==> src/rtl/alu_muldiv_unit.sv <==
// Iterative multiply/divide unit for the EX stage: shift-add multiplier and restoring
// divider sharing one 2*WIDTH accumulator, results written to HI/LO.
module alu_muldiv_unit #(
  parameter int unsigned WIDTH = 32
) (
  input  logic             clk,
  input  logic             rst,
  input  logic             start,
  input  logic [2:0]       MDctr,
  input  logic [WIDTH-1:0] a,
  input  logic [WIDTH-1:0] b,
  output logic             busy,
  output logic             done,
  output logic [WIDTH-1:0] hi,
  output logic [WIDTH-1:0] lo,
  output logic             div_zero
);

  localparam int unsigned CW = $clog2(WIDTH);
  localparam logic [CW-1:0] LastIter = CW'(WIDTH - 1);

  typedef enum logic [1:0] {StIdle, StRun, StFix} state_e;

  state_e               state;
  logic [CW-1:0]        counter;
  logic [2*WIDTH-1:0]   acc;
  logic [WIDTH-1:0]     opb;
  logic                 is_div;
  logic                 neg_q;
  logic                 neg_r;

  logic                 mden;
  logic                 divctr;
  logic                 sigctr;
  logic                 mt_op;
  logic [WIDTH-1:0]     a_abs;
  logic [WIDTH-1:0]     b_abs;
  logic [WIDTH:0]       sum;
  logic [WIDTH:0]       shifted;
  logic [WIDTH:0]       diff;
  logic [2*WIDTH-1:0]   acc_step;
  logic [2*WIDTH-1:0]   prod_fix;
  logic [WIDTH-1:0]     quo_fix;
  logic [WIDTH-1:0]     rem_fix;

  always_comb begin
    mden   = MDctr[2];
    divctr = MDctr[1];
    sigctr = MDctr[0];
    mt_op  = ~MDctr[2] & MDctr[1];
    a_abs  = (sigctr && a[WIDTH-1]) ? -a : a;
    b_abs  = (sigctr && b[WIDTH-1]) ? -b : b;
  end

  // Mult: acc = {partial, multiplier}; add multiplicand on LSB then shift right.
  // Div:  acc = {remainder, dividend/quotient}; shift left and trial-subtract the divisor.
  always_comb begin
    sum     = {1'b0, acc[2*WIDTH-1:WIDTH]} + (acc[0] ? {1'b0, opb} : '0);
    shifted = acc[2*WIDTH-1:WIDTH-1];
    diff    = shifted - {1'b0, opb};
    if (is_div) begin
      if (diff[WIDTH]) begin
        acc_step = {shifted[WIDTH-1:0], acc[WIDTH-2:0], 1'b0};
      end else begin
        acc_step = {diff[WIDTH-1:0], acc[WIDTH-2:0], 1'b1};
      end
    end else begin
      acc_step = {sum, acc[WIDTH-1:1]};
    end
    prod_fix = neg_q ? -acc : acc;
    quo_fix  = neg_q ? -acc[WIDTH-1:0] : acc[WIDTH-1:0];
    rem_fix  = neg_r ? -acc[2*WIDTH-1:WIDTH] : acc[2*WIDTH-1:WIDTH];
  end

  always_ff @(posedge clk) begin
    if (rst) begin
      state    <= StIdle;
      busy     <= 1'b0;
      done     <= 1'b0;
      div_zero <= 1'b0;
      hi       <= '0;
      lo       <= '0;
      counter  <= '0;
      acc      <= '0;
      opb      <= '0;
      is_div   <= 1'b0;
      neg_q    <= 1'b0;
      neg_r    <= 1'b0;
    end else begin
      done <= 1'b0;
      unique case (state)
        StIdle: begin
          if (start) begin
            if (mden) begin
              state    <= StRun;
              busy     <= 1'b1;
              counter  <= '0;
              is_div   <= divctr;
              neg_q    <= sigctr & (a[WIDTH-1] ^ b[WIDTH-1]);
              neg_r    <= sigctr & divctr & a[WIDTH-1];
              div_zero <= divctr & (b == '0);
              acc      <= divctr ? {{WIDTH{1'b0}}, a_abs} : {{WIDTH{1'b0}}, b_abs};
              opb      <= divctr ? b_abs : a_abs;
            end else if (mt_op) begin
              if (sigctr) begin
                lo <= a;
              end else begin
                hi <= a;
              end
            end
          end
        end
        StRun: begin
          acc     <= acc_step;
          counter <= counter + CW'(1);
          if (counter == LastIter) begin
            counter <= '0;
            state   <= StFix;
          end
        end
        StFix: begin
          state <= StIdle;
          busy  <= 1'b0;
          done  <= 1'b1;
          if (!is_div) begin
            {hi, lo} <= prod_fix;
          end else if (!div_zero) begin
            hi <= rem_fix;
            lo <= quo_fix;
          end
        end
        default: state <= StIdle;
      endcase
    end
  end

endmodule

==> config.mk <==
export PLATFORM = sky130hd
export DESIGN_NAME = alu_muldiv_unit
export DESIGN_NICKNAME = d
export VERILOG_FILES = /design/src/rtl/alu_muldiv_unit.sv
export SDC_FILE = /design/constraint.sdc
export NUM_CORES = 1
export LEC_CHECK = 0
export ABC_AREA = 1
export BUFFER_PORTS_ARGS = -buffer_cell sky130_fd_sc_hd__buf_2
export CAP_MARGIN = 15
export CORE_MARGIN = 2
export CORE_UTILIZATION = 35
export DETAILED_ROUTE_END_ITERATION = 10
export PLACE_DENSITY = 0.51
export SLEW_MARGIN = 40
export SYNTH_ARGS = -nofsm -noshare
export SYNTH_HDL_FRONTEND = slang
export SYNTH_SLANG_ARGS = --single-unit
==> constraint.sdc <==
create_clock -name clk -period 3.1 [get_ports clk]
set_input_delay 0 -clock clk [delete_from_list [all_inputs] [get_ports clk]]
set_output_delay 0 -clock clk [all_outputs]
set_load 0.01 [all_outputs]
==> flow_summary.yaml <==
clocking:
  cts_root_buf: "clkbuf_16"
  path_clk_slew_ps: 80
  cts_max_level: 4
  clock_sinks: 173
  clock_path_buffers: 2
  cts_resized: 0
  postCtsSetupRepairBufs: 0
  clock_latency_ps: 500
  cts_tree: "done"
  numCtsBuffers: 17
logic_synthesis:
  ys.warnings.count: 0
  ys_types: 54
  ys_ff_latch: 173
  synth_area_sq_um: 18200
  synth_fp_nets: 3490
  synth_edf_count: 0
  async_reset_ff_frac: 0
  synthTopCellsByArea: "nand2_1 (20%), dfxtp_1 (19%), inv_1 (11%)"
  syn_area_per_cell_sq_um: 5.43
  syn-instance-count: 3348
  yosysTopAreaCellShare: 0.205
  yosysTopAreaCell: "nand2_1"
  synth-seq-area-share: 0.190
  ys.flop_type: "dfxtp_1"
finish:
  n_fill_cell: 5808
  fin_nets: 3611
  diodes: 0
  post-route-util: 0.401
  layout-drive-gt1-share: 0.0873
  area_growth_pct: 13.1
timing:
  setup_viol: 0
  fin_crit_sh: 0.947
  hold_viol_final: 0
  drv_slew: 0
  fin_worst_skew_ps: 12.0
  post-route-min-period_ps: 2930
  slew_headroom: 0.495
  tightest_slew_ps: 755
  fmax_mhz: 341
  rsz0062_at_grt: "no"
  setup_tns_ps: 0
worst_setup_path:
  end_kind: "flip-flop"
  critPathKind: "reg -> reg"
  rr_worst_depth: 15
  critPathMaxFanout: 28
  critPathRequiredTime_ps: 3450
  crit_arrival_ps: 3290
  critPathLaunchType: "flip-flop"
min_path:
  hp-class: "in -> reg"
  hold_path_depth: 5
place:
  dp_hpwl_mm: 73.9
  port_buffers: 136
  place_congestion: 1.01
drt:
  via_count: 22601
  vias_per_cell: 5.43
  drc: 0
  wl_per_cell_microns: 21.8
  ant_nets: 0
  drt_first_pass_iters: 6
  wl_mm: 90.9
  drt-initial-drc-count: 2505
floorplanning:
  dieArea_sq_um: 53800
  start_util: 0.354
  dieHeight_microns: 232
  fp.dieW_microns: 232
  num_rows: 83
  ios: 137
  core_sq_um: 51300
global_routing:
  grt_max_degree: 98
  grt_use_total: 0.334
  antenna_found_initial: 0
  grt_overflow_total: 0
  grt_pass1_wl_mm: 133
  grt_pass1_vias: 20596
power_and_ir_drop:
  leakage_nw: 10.9
  vdd_ir_drop_max_mv: 0.483
  cellPowerDensity_nw_per_um2: 398
job:
  maxCapViolations: 0
outcome:
  status: "completed"
## where the power goes
part / total, mW / internal, mW / switching [mW]
clock network: 2.36 / 1.25 / 1.10
logic: 3.31 / 0.957 / 2.36
registers: 2.52 / 2.35 / 0.171
## worst paths after layout
| check | endpoint | slack (ps) | start |
|---|---|---|---|
| worst min-delay path | acc[26] | 50 | a[26] |
| worst max register to register | acc[49] | 170 | acc[0] |
| worst max-delay path | acc[49] | 170 | acc[0] |
| worst min register to register | busy | 470 | busy |
## per-stage QoR
stage,power (mW),hold WS (ps),setup slack (ps),area (sq um),instances
after floorplan,4.66,159,753,18200,3348
after global placement,5.79,340,266,19800,4111
after detailed placement,5.78,349,260,19800,4111
after CTS,8.14,1.77,241,20600,4162
after global routing,8.64,47.4,15.8,20600,4162
final,8.19,51.1,166,20600,4162
## cell usage after synthesis, types with 3 or more instances
cell / instances
buf_6: 4
o22ai_1: 3
inv_2: 12
a21o_1: 8
o221ai_1: 8
o21bai_1: 6
a21boi_0: 4
xnor2_1: 13
nand4_1: 40
or2_2: 11
a22oi_1: 6
and2_1: 5
buf_2: 25
buf_4: 3
nand3b_1: 10
xor2_1: 46
nand3_2: 3
dfxtp_1: 173
o21ai_1: 16
ha_1: 70
nor2_1: 333
nand2_2: 12
clkbuf_1: 74
nor4_1: 7
nor3_1: 25
buf_1: 16
nor2_4: 3
a21oi_1: 220
nand2_1: 993
a31oi_1: 36
inv_1: 552
o21ai_0: 214
o211ai_1: 26
nand3_1: 335
nor2_2: 10
## cells in the final DEF (no fill, tap or decap), types with 10 or more instances in the layout
cell type,instances
nand2_2,12
o21ai_1,16
nand3_1,335
inv_2,12
buf_4,65
ha_1,70
a31oi_1,36
xnor2_1,13
a21oi_1,218
o211ai_1,26
clkbuf_16,18
nor3_1,25
o21ai_0,214
nand4_1,40
or2_2,11
nor2_2,11
xor2_1,46
buf_2,136
nand3b_1,10
dfxtp_1,172
inv_1,550
nand2_1,993
nor2_1,331
dlygate4sd3_1,19
## kinds of logic (layout without fill, tap and decap cells)
group / Yosys count / in the layout / share of synthesized area
AND/OR/NAND/NOR: 1799 / 1799 / 0.417
buffers and inverters: 687 / 821 / 0.146
AO/OA/AOI/OAI: 558 / 558 / 0.168
flip-flops: 173 / 173 / 0.190
adder cells (fa/ha/maj): 72 / 72 / 0.0504
XOR/XNOR: 59 / 59 / 0.0284
## flip-flops by register name, indices dropped and copies added (netlist names), 2 cells and up
name     count
opb         32
lo          32
counter      5
state        2
acc         64
hi          32
## layout make-up
cell class | count | area (sq um) | share of cell area
sequential | 173 | 3470 | 0.169
multi-input combinational | 2488 | 12100 | 0.588
timing repair buffer | 224 | 1440 | 0.0700
clock buffer | 20 | 458 | 0.0223
inverter | 565 | 2120 | 0.103
clock inverter | 12 | 146 | 0.00712
tap | 680 | 851 | 0.0414
## metal layers
| metal | part of all wire | track usage | up-vias |
|---|---|---|---|
| li1 | - | - | 10902 |
| met1 | 0.46 | 0.472 | 10497 |
| met2 | 0.42 | 0.495 | 1044 |
| met3 | 0.083 | 0.0627 | 158 |
| met4 | 0.042 | 0.136 | 0 |
| met5 | 0 | 0 | - |
## worst max-delay path, cell delays in order (launching register included)
cell and delay [ps]:
dfxtp_1 390, buf_4 350, nand2_1 180, inv_1 120
ha_1 230, nand2_1 100, inv_1 80, nand2_1 120
nor3_1 400, nand4_1 270, nand4_1 170, nand3_1 130
nand2_1 90, inv_1 50, nand2_1 50, a21oi_1 50
## what timing repair did
item	CTS	global route
hold endpoints to repair	23	0
hold buffers	19	0
setup endpoints to repair	0	0
No activity file was read; power rests on OpenSTA's default activity.
